**config.mk**
```make
export PLATFORM = sky130hd
export DESIGN_NAME = sd4_result_normalizer
export DESIGN_NICKNAME = d
export VERILOG_FILES = /design/src/rtl/sd4_result_normalizer.sv
export SDC_FILE = /design/constraint.sdc
export NUM_CORES = 1
export LEC_CHECK = 0
export CAP_MARGIN = 20
export CORE_ASPECT_RATIO = 0.75
export CORE_UTILIZATION = 42
export CTS_CLUSTER_SIZE = 28
export DETAILED_ROUTE_END_ITERATION = 6
export HOLD_SLACK_MARGIN = 0.12
export PLACE_DENSITY_LB_ADDON = 0.15
export SETUP_SLACK_MARGIN = 0.05
export SYNTH_ARGS = -nofsm -noshare
export SYNTH_HDL_FRONTEND = slang
export SYNTH_SLANG_ARGS = --single-unit
```
**constraint.sdc**
```tcl
create_clock -name clk -period 3.85 [get_ports clk]
set_clock_uncertainty 0.05 [all_clocks]
set_input_delay 0.9625 -clock clk [delete_from_list [all_inputs] [get_ports clk]]
set_output_delay 0.9625 -clock clk [all_outputs]
set_load 0.02 [all_outputs]
```
**src/rtl/sd4_result_normalizer.sv**
```systemverilog
// SD4 MAC back end: signed fixed-point accumulator + shared exponent -> IEEE FP16.
// Three-stage pipeline (magnitude, leading-one normalise, RNE round/pack) under
// a single global advance enable. Subnormals flush to signed zero and overflow
// saturates to signed infinity.
module sd4_result_normalizer #(
  parameter int ACC_W  = 24,
  parameter int FRAC_W = 10
) (
  input  logic             clk,
  input  logic             rst,
  input  logic             in_valid,
  output logic             in_ready,
  input  logic [ACC_W-1:0] acc_in,
  input  logic [4:0]       exp_in,
  output logic             out_valid,
  input  logic             out_ready,
  output logic [15:0]      out_fp16,
  output logic             out_ovf,
  output logic             out_uf
);

  localparam int PW = $clog2(ACC_W);
  localparam logic [PW-1:0] TOP_IDX = PW'(ACC_W - 1);

  // The whole pipeline either advances together (bubbles included) or holds.
  logic en;
  assign en       = !out_valid || out_ready;
  assign in_ready = en;

  // ---------------- Stage 1: sign / magnitude ----------------
  logic             s1_valid;
  logic             s1_sign;
  logic             s1_zero;
  logic [ACC_W-1:0] s1_mag;
  logic [4:0]       s1_exp;
  logic [ACC_W-1:0] mag_d;

  // Absolute value; the most-negative input maps to 2^(ACC_W-1) as unsigned.
  always_comb begin
    mag_d = acc_in;
    if (acc_in[ACC_W-1]) mag_d = '0 - acc_in;
  end

  // Stage 1 register: captures the magnitude of the accepted input.
  always_ff @(posedge clk) begin
    if (rst) begin
      s1_valid <= 1'b0;
      s1_sign  <= 1'b0;
      s1_zero  <= 1'b0;
      s1_mag   <= '0;
      s1_exp   <= '0;
    end else if (en) begin
      s1_valid <= in_valid;
      s1_sign  <= acc_in[ACC_W-1];
      s1_zero  <= (acc_in == '0);
      s1_mag   <= mag_d;
      s1_exp   <= exp_in;
    end
  end

  // ---------------- Stage 2: leading-one normalise ----------------
  logic             s2_valid;
  logic             s2_sign;
  logic             s2_zero;
  logic [4:0]       s2_exp;
  logic [PW-1:0]    s2_p;
  logic [9:0]       s2_man;
  logic             s2_guard;
  logic             s2_sticky;

  logic [PW-1:0]    lead_p;
  logic [ACC_W-1:0] norm;
  logic [ACC_W+11:0] ext;

  // Leading-one position, then left-align it to the MSB. Appending 12 zero
  // bits below gives the short-magnitude (p <= 10) zero padding for free.
  always_comb begin
    lead_p = '0;
    for (int unsigned i = 0; i < ACC_W; i++) begin
      if (s1_mag[i]) lead_p = PW'(i);
    end
    norm = s1_mag << (TOP_IDX - lead_p);
    ext  = {norm, 12'b0};
  end

  // Stage 2 register: mantissa, guard and sticky after dropping the hidden one.
  always_ff @(posedge clk) begin
    if (rst) begin
      s2_valid  <= 1'b0;
      s2_sign   <= 1'b0;
      s2_zero   <= 1'b0;
      s2_exp    <= '0;
      s2_p      <= '0;
      s2_man    <= '0;
      s2_guard  <= 1'b0;
      s2_sticky <= 1'b0;
    end else if (en) begin
      s2_valid  <= s1_valid;
      s2_sign   <= s1_sign;
      s2_zero   <= s1_zero;
      s2_exp    <= s1_exp;
      s2_p      <= lead_p;
      s2_man    <= ext[ACC_W+10:ACC_W+1];
      s2_guard  <= ext[ACC_W];
      s2_sticky <= |ext[ACC_W-1:0];
    end
  end

  // ---------------- Stage 3: round (RNE) / pack ----------------
  logic signed [9:0] e_pre;
  logic signed [9:0] e_fin;
  logic              round_up;
  logic [10:0]       man_sum;
  logic [15:0]       fp_d;
  logic              ovf_d;
  logic              uf_d;

  // Round to nearest even; range checks use the post-rounding exponent.
  always_comb begin
    e_pre    = 10'(s2_exp) + 10'(s2_p) - 10'(FRAC_W);
    round_up = s2_guard && (s2_sticky || s2_man[0]);
    man_sum  = {1'b0, s2_man} + 11'(round_up);
    e_fin    = e_pre + 10'(man_sum[10]);
    fp_d     = {s2_sign, e_fin[4:0], man_sum[9:0]};
    ovf_d    = 1'b0;
    uf_d     = 1'b0;
    if (s2_zero) begin
      fp_d = 16'h0000;
    end else if (e_fin >= 10'sd31) begin
      fp_d  = {s2_sign, 5'h1F, 10'h000};
      ovf_d = 1'b1;
    end else if (e_fin <= 10'sd0) begin
      fp_d = {s2_sign, 15'h0000};
      uf_d = 1'b1;
    end
  end

  // Output register: holds while the consumer stalls.
  always_ff @(posedge clk) begin
    if (rst) begin
      out_valid <= 1'b0;
      out_fp16  <= 16'h0000;
      out_ovf   <= 1'b0;
      out_uf    <= 1'b0;
    end else if (en) begin
      out_valid <= s2_valid;
      out_fp16  <= fp_d;
      out_ovf   <= ovf_d;
      out_uf    <= uf_d;
    end
  end

endmodule

```
; Word-level counts from Yosys, hierarchy flattened
; Cells that the tools add are included.
[word_totals]
mem_bits_rw = 0
mem_count = 0
wordCells = 64
input_bits = 33
rom_bits = 0
output_inout_bits = 20
latchBits = 0
reg_bits = 76
[classes]
addsub = 6
reduce_logical = 6
div = 0
muxes = 32
n_eq_ne = 0
bitwise_logic = 0
shifts = 1
multipliers = 0
n_lt_le_gt_ge = 2
[ops]
columns = op, count
row1 = 5-bit 2-to-1 mux, 22
row2 = 15-bit 2-to-1 mux, 2
row3 = 24-bit logical NOT, 1
row4 = 24-bit 2-to-1 mux, 1
row5 = 24-bit by 5-bit left shift with 23-bit output, 1
row6 = "1-bit by 24-bit subtractor with 24-bit output, first input constant", 1
row7 = 16-bit 2-to-1 mux, 1
row8 = 12-bit OR reduction, 1
row9 = 10-bit by 1-bit adder with 11-bit output, 1
row10 = 7-bit by 2-bit adder with 8-bit output, 1
row11 = "8-bit by 6-bit >= comparator with 1-bit output, second input constant", 1
row12 = "8-bit by 1-bit less-or-equal comparator with 1-bit output, second input constant", 1
row13 = "6-bit by 4-bit subtractor with 7-bit output, second input constant", 1
row14 = 5-bit by 5-bit adder with 6-bit output, 1
row15 = 1-bit 2-to-1 mux, 6
row16 = "5-bit subtractor, first input constant", 1
row17 = 1-bit logical OR, 2
row18 = 1-bit logical AND, 1
row19 = 1-bit logical NOT, 1

; Depth between registers and ports, before layout
; Gate-level depths: netlist of run 1.
[depth]
word_depth = 26
ltp_mapped = 16
depth_no_buf = 16

; Worst setup path before layout of run 1
; No wires, ideal clock.
[synth_path]
path_kind = flip-flop to flip-flop
startpoint = register s2_man[0]
endpoint = register out_fp16[2]
stages_incl_launch_ff = 17
setup_ns = 0.076
path_buffers = 0
setup_slack_ns = 0.832
required_time_ns = 3.724
arrival_time_ns = 2.892
path_cell_list = dfxtp_1 o21a_1 ha_1 ha_1 nand3_1 nor2_1 and3_1 and3_1 ha_1 ha_1 nand3_1 xnor2_1 nand3_1 a21o_1 a31oi_1 nand3_1 o21ai_0
[synth_via]
elab_chain_len = 8
word_cells_on_any_way = 9
[synth_rtl]
columns = item, line
row1 = start: declaration, 67  ; logic [9:0] s2_man;
row2 = start signal: assignment, 103  ; s2_man <= ext[ACC_W+10:ACC_W+1];
row3 = 1-bit logical OR, 121  ; round_up = s2_guard && (s2_sticky || s2_man[0]);
row4 = 1-bit logical AND, 121
row5 = 10-bit by 1-bit adder with 11-bit output (*), 122  ; man_sum = {1'b0, s2_man} + 11'(round_up);
row6 = 7-bit by 2-bit adder with 8-bit output, 123  ; e_fin = e_pre + 10'(man_sum[10]);
row7 = 8-bit by 1-bit less-or-equal comparator with 1-bit output, 132  ; end else if (e_fin <= 10'sd0) begin
row8 = 15-bit 2-to-1 mux, 132
row9 = 15-bit 2-to-1 mux (*), 129  ; end else if (e_fin >= 10'sd31) begin
row10 = 16-bit 2-to-1 mux (*), 127  ; if (s2_zero) begin
row11 = end signal: assignment, 147  ; out_fp16 <= fp_d;
row12 = end: declaration, 17  ; output logic [15:0] out_fp16,
; Mark *: on every way between the ends. The rest lies on a longest branch, timed or not.
; A chain may end at the register's enable or synchronous reset.

; Worst setup path after layout of run 1
[layout_path]
startpoint = register s2_sticky
endpoint = register out_fp16[7]
[layout_via]
elab_chain_len = 8
word_cells_on_any_way = 9
[layout_rtl]
columns = item, line
row1 = start: declaration, 69  ; logic s2_sticky;
row2 = start signal: assignment, 105  ; s2_sticky <= |ext[ACC_W-1:0];
row3 = 1-bit logical OR (*), 121
row4 = 1-bit logical AND (*), 121
row5 = 10-bit by 1-bit adder with 11-bit output (*), 122
row6 = 7-bit by 2-bit adder with 8-bit output, 123
row7 = 8-bit by 1-bit less-or-equal comparator with 1-bit output, 132
row8 = 15-bit 2-to-1 mux, 132
row9 = 15-bit 2-to-1 mux (*), 129
row10 = 16-bit 2-to-1 mux (*), 127
; Marked as above.

==> results.md, run 1 <==
| Parameter | Reported | Unit |
| --- | --- | --- |
| Status | completed | - |
| Worst ir drop on vdd | 0.000190 | V |
| RSZ-0062 raised after global routing | false | - |
| Worst path slowest cell | sky130_fd_sc_hd__xnor2_1 | - |
| Detail-routed via count per cell | 5.99 | - |
| Most common cell type on the critical path | sky130_fd_sc_hd__ha_1 | - |
| Final wirelength | 15,600 | um |
| Post-synthesis async set-or-reset flop share | 0 | % |
| Worst max-slew margin expressed relative to the limit | 43.1 | % |
| Worst hold slack | 0.401 | ns |
| HPWL after detailed placement | 11,200 | um |
| Clock power frac | 30.4 | % |
| Max Slew Vio Count | 0 | - |
| Final setup vio count | 0 | - |
| Clock latency on the worst-skew pair | 0.34 | ns |
| Peak fanout along the critical path | 5 | - |
| Post-layout net count | 755 | - |
| Fmax | 287 | MHz |
| Wire length of the first global-routing pass | 25,000 | um |
| Maximum number of buffers from clock root to sink | 2 | - |
| Die outline width | 134 | um |
| Worst path top cell family by delay | simple AND/OR/NAND/NOR gates | - |
| Top-level I/O count | 53 | - |
| Number of antenna violations at the first check in global routing | 0 | - |
| Number of distinct library cells after synthesis | 87 | - |
| Initial standard-cell utilization of the core | 43.9 | % |
| Standard cell core area | 0.0125 | mm2 |
| Data required time at the worst endpoint | 4.06 | ns |
| Flip-flop and latch count after synthesis | 76 | - |
| Count of flip-flops with a built-in enable after synthesis | 0 | - |
| Dominant combinational cell family by area after synthesis | compound AO/OA/AOI/OAI gates | - |
| Share of synthesized area occupied by flip-flops and latches | 27.8 | % |
| Congestion Overflow GR | 0 | - |
| Number of max-cap violations | 0 | - |
| Number of buffers and inverters on the critical path | 0 | - |
| Length of the first detailed-routing pass in iterations | 6 | - |
| N_diodes | 0 | - |
| Setup TNS | 0 | ns |
| Average cell area after synthesis | 7.95 | um2 |
| Number of rows created at floorplan | 35 | - |
| Drt initial violations | 459 | - |
| Tightest Pin Transition | 0.854 | ns |
| Synthesized-area fraction occupied by and/or/nand/nor cells | 20.6 | % |
| Detailed-route via count | 5,256 | - |
| Number of hold violations in the final report | 0 | - |
| Placer Congestion | 0.951 | - |
| Total leakage power | 0.00229 | uW |
| Number of CTS-inserted buffers | 9 | - |
| Library cell used as clock root buffer | sky130_fd_sc_hd__clkbuf_16 | - |
| Proportion of layout cells with a drive suffix above 1 | 9.97 | % |
| Compound-gate portion of the synthesized area | 31.9 | % |
| Die boundary height | 101 | um |
| Most common flop cell mapped by yosys | sky130_fd_sc_hd__dfxtp_1 | - |
| Cell accounting for the most synthesized area | sky130_fd_sc_hd__dfxtp_1 | - |
| Pint | 1810 | uW |
| CTS tree | done | - |
| Net Sw Power | 1110 | uW |
| Worst hold path class | flop to flop | - |
| DRC Markers | 0 | - |
| Vias in the first global route | 4,733 | - |
| Switching power share of the total | 38.0 | % |
| Maximum number of pins on one net before global-route repair | 87 | - |
| Antenna-violating nets left | 0 | - |
| Clock transition time at the flip-flop clock pins of the worst setup and hold paths | 0.06 | ns |
| Mapped Nets | 737 | - |
| Largest stage delay, worst path | 0.44 | ns |
| Number of buffers inserted by port buffering | 52 | - |
| Fraction of synthesized area in multiplexers | 2.93 | % |
| Type of destination of the critical path | flop | - |
| Logic gate share of total power | 36.2 | % |
| Cell chain of the critical path | o21a_1, ha_1, ha_1, nand3_1, nor2_1, and3_1, and3_1, ha_1, ha_1, nand3_1, xnor2_1, nor2_1, nor2_1, nand3_1, o21ai_0 | - |
| Layout area overhead | 15.0 | % |
| Post-synthesis instance area | 0.00548 | mm2 |
| Number of cells produced by synthesis | 689 | - |
| Power density normalized to cell area | 464 | mW/mm2 |
| Period Utilization, post-route | 90.6 | % |
| Adder and majority gate portion of the synthesized area | 3.56 | % |
| Maximum level of the CTS H-tree | 3 | - |
| Leading post-synthesis cells by cell area | sky130_fd_sc_hd__dfxtp_1, sky130_fd_sc_hd__a211oi_1, sky130_fd_sc_hd__nand2_1 | - |
| Area of the die | 0.0135 | mm2 |
| Warning count from the yosys run | 0 | - |
| Portion of synthesized cell area occupied by the leading cell type | 27.8 | % |
| Share of the synthesized netlist area taken by xor and xnor gates | 5.76 | % |
| Crit path arrival time | 3.70 | ns |
| Kind of start point of the critical path | flop | - |
| Total Routing Usage GR | 23.1 | % |
| Per-cell routed wire length | 17.7 | um |
| Clock period minus worst slack | 3.49 | ns |
| Sink count of the clock tree | 76 | - |
| Critical Setup Path Class | flop to flop | - |
| Proportion of power drawn by flip-flops and latches | 33.4 | % |
| Most common library cells after synthesis | sky130_fd_sc_hd__dfxtp_1, sky130_fd_sc_hd__nand2_1, sky130_fd_sc_hd__nor2_1, sky130_fd_sc_hd__a21oi_1, sky130_fd_sc_hd__a211oi_1 | - |
| Number of buffers inserted for hold repair after clock tree synthesis | 0 | - |
cells by family after synthesis:
kind of cell             Yosys count
XOR/XNOR                          36
AO/OA/AOI/OAI                    239
flip-flops                        76
multiplexers                      14
buffers and inverters             82
AND/OR/NAND/NOR                  227
adder cells (fa/ha/maj)           15
final timing paths:
path / slack (ns) / startpoint / cells after the start / to
min: 0.40 / s2_exp[4]$_SDFFE_PP0P_ / 2 / s2_exp[4]$_SDFFE_PP0P_
max reg2reg: 0.36 / s2_sticky$_SDFFE_PP0P_ / 15 / out_fp16[7]$_SDFFE_PP0P_
min reg2reg: 0.40 / s2_exp[4]$_SDFFE_PP0P_ / 2 / s2_exp[4]$_SDFFE_PP0P_
max: 0.36 / s2_sticky$_SDFFE_PP0P_ / 15 / out_fp16[7]$_SDFFE_PP0P_
layout make-up:
cell class,count,area (um2)
clock buffers,10,239
clock inverters,6,70.1
fillers,1204,6180
inverters,26,97.6
multi-input cells,532,3570
flip-flops and latches,76,1520
well taps,166,208
repair buffers,62,591
per-stage QoR:
| step | utilization [%] | power (uW) | cells | setup slack [ns] | area [um2] |
|---|---|---|---|---|---|
| after floorplan | - | 1740 | 689 | 0.832 | 5480 |
| after global placement | 47.8 | 1990 | 861 | 0.230 | 5960 |
| after detailed placement | 47.8 | 2000 | 861 | 0.199 | 5960 |
| after CTS | 50.3 | 2900 | 877 | 0.329 | 6270 |
| after global routing | 50.5 | 3060 | 878 | 0.0665 | 6300 |
| final | 50.5 | 2920 | 878 | 0.362 | 6300 |
power groups by stage:
stage | registers [uW] | clock network, uW | logic (uW)
5_1_grt | 989 | 938 | 1130
3_3_place_gp | 986 | 0 | 1010
6_report | 974 | 889 | 1060
4_1_cts | 972 | 907 | 1020
3_5_place_dp | 989 | 0 | 1010
2_1_floorplan | 958 | 0 | 784
per-layer routing:
metal | wire, um | part of all wire (%) | global-route usage (%) | vias to the layer above
met4 | 102 | 0.66 | 6.21 | 0
li1 | - | - | - | 2571
met2 | 6450 | 41 | 32.4 | 185
met1 | 7950 | 51 | 35.4 | 2487
met5 | 0 | 0 | 0 | -
met3 | 1050 | 6.8 | 4.07 | 13
sequential cells by signal, indices dropped and copies added, names as in the netlist:
name       cells
s1_mag        24
out_fp16      16
s2_man        10
s1_exp         5
s2_exp         5
s2_p           5
out_ovf        1
out_uf         1
out_valid      1
s1_sign        1
s1_valid       1
s1_zero        1
s2_guard       1
s2_sign        1
s2_sticky      1
s2_valid       1
s2_zero        1
worst min-delay path: stages, from the launching register on:
cell and delay (ns):
sky130_fd_sc_hd__dfxtp_1 0.31, sky130_fd_sc_hd__nand2_1 0.05, sky130_fd_sc_hd__a21oi_1 0.05
placed cells by master (no fill, tap or decap), drive strengths merged, types with 6 or more instances in the layout:
cell type and n:
xor2 25, a221oi 8, ha 14, o31ai 10, a21o 8, clkdlybuf4s50 51
dfxtp 76, nand2b 7, clkbuf 10, inv 28, buf 11, or4 10
a211oi 55, nor2 68, mux2i 10, nor3 14, nor4 10, a21oi 52
a31oi 8, nand2 78, o211ai 8, o21ai 41, nand3 15, nor2b 6
xnor2 11
timing repair:
item | CTS | global route
resized for setup | 0 | 4
endpoints found under the setup margin | 0 | 10
endpoints found under the hold margin | 0 | 0
setup buffers | 0 | 0
No activity file was read; power rests on OpenSTA's default activity.
==> run 2, diff against run 1 <==
PLACE_DENSITY = 0.68   (was not set)
PLACE_DENSITY_LB_ADDON = not set   (was 0.15)
==> results.md, run 2 (synthesized netlist as in run 1, its figures left out) <==
| Parameter | Reported | Unit |
| --- | --- | --- |
| Wire length of the first global-routing pass | 23,800 | um |
| Cell chain of the critical path | o21a_1, ha_1, ha_1, nand3_1, nor2_1, and3_1, and3_1, ha_1, ha_1, nand3_1, xnor2_1, nand3_1, a21o_1, a31oi_1, nand3_2, o21ai_0 | - |
| Clock latency on the worst-skew pair | 0.33 | ns |
| Detail-routed via count per cell | 5.90 | - |
| Worst path slowest cell | sky130_fd_sc_hd__dfxtp_1 | - |
| Net Sw Power | 1050 | uW |
| Clock period minus worst slack | 3.37 | ns |
| Total Routing Usage GR | 22.0 | % |
| Worst hold path class | flop to flop | - |
| N_diodes | 0 | - |
| Data required time at the worst endpoint | 4.06 | ns |
| Setup TNS | 0 | ns |
| Type of destination of the critical path | flop | - |
| Die boundary height | 101 | um |
| Register with the most flip-flops | s1_mag | - |
| Fmax | 297 | MHz |
| Number of max-cap violations | 0 | - |
| Worst hold path stage count | 2 | - |
| Top-level I/O count | 53 | - |
| Number of setup buffers added after CTS | 0 | - |
| Vias in the first global route | 4,681 | - |
| Source of the worst hold timing path | s2_exp[4]$_SDFFE_PP0P_ | - |
| Initial standard-cell utilization of the core | 43.9 | % |
| Final setup vio count | 0 | - |
| Biggest registers after layout | s1_mag (24), out_fp16 (16), s2_man (10) | - |
| Crit path arrival time | 3.58 | ns |
| Worst ir drop on vdd | 0.000228 | V |
| Standard cell core area | 0.0125 | mm2 |
| GRT busiest layer | met2 | - |
| Layout area overhead | 13.7 | % |
| Logic gate share of total power | 37.1 | % |
| Proportion of layout cells with a drive suffix above 1 | 9.31 | % |
| Maximum number of buffers from clock root to sink | 2 | - |
| Met1 routing resource usage after global routing | 31.7 | % |
| Drt initial violations | 456 | - |
| Total leakage power | 0.00226 | uW |
| Design Power | 2770 | uW |
| Clock power frac | 27.8 | % |
| Sink count of the clock tree | 76 | - |
| Most common cell type on the critical path | sky130_fd_sc_hd__ha_1 | - |
| Die outline width | 134 | um |
| Congestion Overflow GR | 0 | - |
| Non-filler instance count after layout | 875 | - |
| Area of the die | 0.0135 | mm2 |
| Length of the first detailed-routing pass in iterations | 5 | - |
| Reg2reg start | s2_man[0]$_SDFFE_PP0P_ | - |
| Max Slew Vio Count | 0 | - |
| Number of buffers and inverters on the critical path | 0 | - |
| HPWL after detailed placement | 10,600 | um |
| Critical Setup Path Class | flop to flop | - |
| Fraction of met3 tracks used by global routing | 4.88 | % |
| Library cell used as clock root buffer | sky130_fd_sc_hd__clkbuf_16 | - |
| Antenna-violating nets left | 0 | - |
| Largest register FFs | 24 | - |
| Terminus of the critical flop-to-flop path | out_fp16[7]$_SDFFE_PP0P_ | - |
| Tightest Pin Transition | 0.831 | ns |
| Final wirelength | 14,500 | um |
| Placer Congestion | 0.928 | - |
| Switching power share of the total | 38.0 | % |
| Number of hold violations in the final report | 0 | - |
| End point of the most critical hold path | s2_exp[4]$_SDFFE_PP0P_ | - |
| Period Utilization, post-route | 87.5 | % |
| Number of antenna violations at the first check in global routing | 0 | - |
| Design Area, Final | 0.00622 | mm2 |
| Status | completed | - |
| Detailed-route via count | 5,165 | - |
| Worst reg2reg setup slack | 0.48 | ns |
| Power density normalized to cell area | 445 | mW/mm2 |
| Worst path top cell family by delay | simple AND/OR/NAND/NOR gates | - |
| Most used cells in the layout excluding fill and tap cells | sky130_fd_sc_hd__nand2_1, sky130_fd_sc_hd__dfxtp_1, sky130_fd_sc_hd__nor2_1 | - |
| Peak fanout along the critical path | 10 | - |
| Largest stage delay, worst path | 0.36 | ns |
| Number of buffers inserted by port buffering | 52 | - |
| CTS tree | done | - |
| Worst max-slew margin expressed relative to the limit | 44.4 | % |
| Placed cell count | 859 | - |
| DRC Markers | 0 | - |
| RSZ-0062 raised after global routing | false | - |
| Maximum level of the CTS H-tree | 3 | - |
| Pint | 1720 | uW |
| Proportion of power drawn by flip-flops and latches | 35.1 | % |
| Area after detailed placement | 0.00595 | mm2 |
| Clock transition time at the flip-flop clock pins of the worst setup and hold paths | 0.06 | ns |
| Number of CTS-inserted buffers | 9 | - |
| Number of rows created at floorplan | 35 | - |
| Kind of start point of the critical path | flop | - |
| Reg2reg path depth | 16 | - |
| Per-cell routed wire length | 16.5 | um |
| Post-layout net count | 752 | - |
| Maximum number of pins on one net before global-route repair | 87 | - |
| Met2 Track Usage GR | 33.1 | % |
run 2: worst max-delay path by stage:
| stage | to | cells past startpoint | startpoint | slack [ns] |
|---|---|---|---|---|
| after floorplan | out_fp16[2]$_SDFFE_PP0P_ | 16 | s2_man[0]$_SDFFE_PP0P_ | 0.83 |
| after global placement | s1_mag[18]$_SDFFE_PP0P_ | 8 | acc_in[4] | 0.21 |
| after detailed placement | s1_mag[18]$_SDFFE_PP0P_ | 8 | acc_in[2] | 0.15 |
| after CTS | out_fp16[7]$_SDFFE_PP0P_ | 16 | s2_man[0]$_SDFFE_PP0P_ | 0.39 |
| after global routing | out_fp16[7]$_SDFFE_PP0P_ | 15 | s2_man[0]$_SDFFE_PP0P_ | 0.09 |
| final | out_fp16[7]$_SDFFE_PP0P_ | 16 | s2_man[0]$_SDFFE_PP0P_ | 0.48 |
run 2: per-layer routing:
| metal | wire [um] | part of all wire, % |
|---|---|---|
| met1 | 7420 | 51 |
| met2 | 6100 | 42 |
| met3 | 784 | 5.4 |
| met4 | 165 | 1.1 |
| met5 | 0 | 0 |
run 2: timing repair:
item | 4_1_cts | 5_1_grt
hold buffers | 0 | 0
setup endpoints to repair | 0 | 9
gates resized for setup | 0 | 1
run 2: power by group through the flow:
stage	clock network (uW)	registers [uW]	logic [uW]
after floorplan	0	958	784
after global placement	0	983	988
after detailed placement	0	987	1000
after CTS	784	970	1010
after global routing	816	985	1110
final	770	973	1030
run 2: worst register-to-register path, stage by stage, from the launching register on:
cell	delay [ns]
sky130_fd_sc_hd__dfxtp_1	0.36
sky130_fd_sc_hd__o21a_1	0.14
sky130_fd_sc_hd__ha_1	0.17
sky130_fd_sc_hd__ha_1	0.19
sky130_fd_sc_hd__nand3_1	0.12
sky130_fd_sc_hd__nor2_1	0.19
sky130_fd_sc_hd__and3_1	0.22
sky130_fd_sc_hd__and3_1	0.19
sky130_fd_sc_hd__ha_1	0.17
sky130_fd_sc_hd__ha_1	0.18
sky130_fd_sc_hd__nand3_1	0.14
sky130_fd_sc_hd__xnor2_1	0.16
sky130_fd_sc_hd__nand3_1	0.09
sky130_fd_sc_hd__a21o_1	0.25
sky130_fd_sc_hd__a31oi_1	0.24
sky130_fd_sc_hd__nand3_2	0.21
sky130_fd_sc_hd__o21ai_0	0.22
run 2: final cells by class:
type | count | area [um2]
fillers | 1217 | 6260
multi-input cells | 531 | 3550
flip-flops and latches | 76 | 1520
repair buffers | 60 | 576
clock buffers | 11 | 233
well taps | 166 | 208
inverters | 26 | 97.6
clock inverters | 5 | 37.5
run 2: stage by stage:
stage               hold slack, ns  worst slack [ns]  util, %
CTS                          0.403             0.388     49.8
floorplan                    0.382             0.832        -
global placement             0.384             0.208     47.7
global route                 0.414            0.0927     49.9
finish                       0.399             0.481     49.9
detailed placement           0.395             0.153     47.7
==> run 3, diff against run 2 <==
CORE_UTILIZATION = 50   (was 42)
HOLD_SLACK_MARGIN = 0.08   (was 0.12)
PLACE_DENSITY = 0.77   (was 0.68)
==> results.md, run 3 (synthesized netlist as in run 1, its figures left out) <==
| Parameter | Reported | Unit |
| --- | --- | --- |
| Status | completed | - |
| Number of antenna violations at the first check in global routing | 0 | - |
| Kind of start point of the critical path | flop | - |
| Setup TNS | 0 | ns |
| Storage cell area | 0.00152 | mm2 |
| Type of destination of the critical path | flop | - |
| Period Utilization, post-route | 88.4 | % |
| CTS tree | done | - |
| Multi-input gate area in the final layout | 0.00355 | mm2 |
| N_diodes | 0 | - |
| Worst hold path class | flop to flop | - |
| Number of setup buffers added after CTS | 0 | - |
| Final wirelength | 15,000 | um |
| Die boundary height | 92.6 | um |
| Top-level I/O count | 53 | - |
| Sink count of the clock tree | 76 | - |
| Clock period minus worst slack | 3.40 | ns |
| Die outline width | 123 | um |
| Proportion of layout cells with a drive suffix above 1 | 9.58 | % |
| Total of fill cells in the finished design | 940 | - |
| Critical Setup Path Class | flop to flop | - |
| Total leakage power | 0.00229 | uW |
| Per-cell routed wire length | 17.8 | um |
| Biggest registers after layout | s1_mag (24), out_fp16 (16), s2_man (10) | - |
| Most used cells in the layout excluding fill and tap cells | sky130_fd_sc_hd__nand2_1, sky130_fd_sc_hd__dfxtp_1, sky130_fd_sc_hd__nor2_1 | - |
| Detail-routed via count per cell | 6.38 | - |
| Clock transition time at the flip-flop clock pins of the worst setup and hold paths | 0.06 | ns |
| Design Power | 2910 | uW |
| Fmax | 294 | MHz |
| Number of CTS-inserted buffers | 9 | - |
| Post-layout net count | 753 | - |
| Area of the die | 0.0114 | mm2 |
| Placed cell count | 830 | - |
| Drt initial violations | 640 | - |
| DRC Markers | 0 | - |
| Worst max-slew margin expressed relative to the limit | 44.3 | % |
| Initial standard-cell utilization of the core | 52.4 | % |
| Number of max-cap violations | 0 | - |
| Length of the first detailed-routing pass in iterations | 5 | - |
| Peak fanout along the critical path | 10 | - |
| Standard cell core area | 0.0105 | mm2 |
| Number of buffers inserted for hold repair after clock tree synthesis | 0 | - |
| Crit path arrival time | 3.62 | ns |
| Placer Congestion | 0.916 | - |
| Largest register FFs | 24 | - |
| Design Area, Final | 0.00623 | mm2 |
| Number of buffers inserted by port buffering | 52 | - |
| Post-route worst setup slack | 0.447 | ns |
| Final setup vio count | 0 | - |
| Congestion Overflow GR | 0 | - |
| Layout area overhead | 13.9 | % |
| Wire length of the first global-routing pass | 24,100 | um |
| Max Slew Vio Count | 0 | - |
| Total Routing Usage GR | 27.3 | % |
| Data required time at the worst endpoint | 4.06 | ns |
| HPWL after detailed placement | 10,900 | um |
| Clock latency on the worst-skew pair | 0.34 | ns |
| Maximum level of the CTS H-tree | 3 | - |
| RSZ-0062 raised after global routing | false | - |
| Non-filler instance count after layout | 846 | - |
| Power density normalized to cell area | 466 | mW/mm2 |
| DP Worst Slack | 0.103 | ns |
| Maximum number of pins on one net before global-route repair | 87 | - |
| Detailed-route via count | 5,399 | - |
| Post-cts resize count | 0 | - |
| Antenna-violating nets left | 0 | - |
| Number of hold violations in the final report | 0 | - |
| Tightest Pin Transition | 0.836 | ns |
| Maximum number of buffers from clock root to sink | 2 | - |
| Number of rows created at floorplan | 32 | - |
| Worst ir drop on vdd | 0.000255 | V |
| Library cell used as clock root buffer | sky130_fd_sc_hd__clkbuf_16 | - |
| Vias in the first global route | 4,758 | - |
| Register with the most flip-flops | s1_mag | - |
| Area after detailed placement | 0.00592 | mm2 |
run 3: cell count changes in the layout (fill, tap and decap cells not counted), sizes merged:
cell and delta:
clkinv -2, buf +1, bufinv +1, clkbuf +1, clkinvlp -1, inv +1
run 3: area by class of cell:
type | count | area share, %
clock buffer | 12 | 4.11
clock inverter | 4 | 0.883
inverter | 26 | 1.57
multi-input combinational | 531 | 57.0
sequential | 76 | 24.4
tap | 136 | 2.73
timing repair buffer | 61 | 9.35
run 3: path summary, 6_finish.rpt:
| path | startpoint | to | slack (ns) | cells past startpoint |
|---|---|---|---|---|
| max | s2_sticky$_SDFFE_PP0P_ | out_fp16[2]$_SDFFE_PP0P_ | 0.45 | 16 |
| max reg2reg | s2_sticky$_SDFFE_PP0P_ | out_fp16[2]$_SDFFE_PP0P_ | 0.45 | 16 |
| min | out_fp16[11]$_SDFFE_PP0P_ | out_fp16[11]$_SDFFE_PP0P_ | 0.40 | 2 |
| min reg2reg | out_fp16[11]$_SDFFE_PP0P_ | out_fp16[11]$_SDFFE_PP0P_ | 0.40 | 2 |
run 3: critical path: stages (launching register included):
cell and delay [ns]:
sky130_fd_sc_hd__dfxtp_1 0.39, sky130_fd_sc_hd__o21a_1 0.13, sky130_fd_sc_hd__ha_1 0.17, sky130_fd_sc_hd__ha_1 0.19
sky130_fd_sc_hd__nand3_1 0.11, sky130_fd_sc_hd__nor2_1 0.20, sky130_fd_sc_hd__and3_1 0.22, sky130_fd_sc_hd__and3_1 0.20
sky130_fd_sc_hd__ha_1 0.18, sky130_fd_sc_hd__ha_1 0.18, sky130_fd_sc_hd__nand3_1 0.14, sky130_fd_sc_hd__xnor2_1 0.17
sky130_fd_sc_hd__nand3_1 0.09, sky130_fd_sc_hd__a21o_1 0.25, sky130_fd_sc_hd__a31oi_1 0.22, sky130_fd_sc_hd__nand3_2 0.21
sky130_fd_sc_hd__o21ai_0 0.23
run 3: metal layers:
| metal | GRT usage [%] | part of all wire, % | vias to the layer above |
|---|---|---|---|
| met4 | 7.93 | 1.7 | 0 |
| met2 | 39.6 | 43 | 275 |
| met3 | 5.79 | 9.1 | 34 |
| met1 | 39.9 | 46 | 2526 |
| met5 | 0 | 0 | - |
| li1 | - | - | 2564 |
run 3: power breakdown:
group          leakage [uW]  total, uW  switching (uW)  internal (uW)
Sequential         0.000628        974             103            870
Clock              0.000150        889             347            542
Combinational       0.00151       1040             634            410
run 3: through the flow:
step	util (%)	hold WS, ns
floorplan	-	0.382
CTS	59.6	0.405
detailed placement	56.6	0.396
global placement	56.6	0.387
finish	59.7	0.403
global route	59.7	0.418
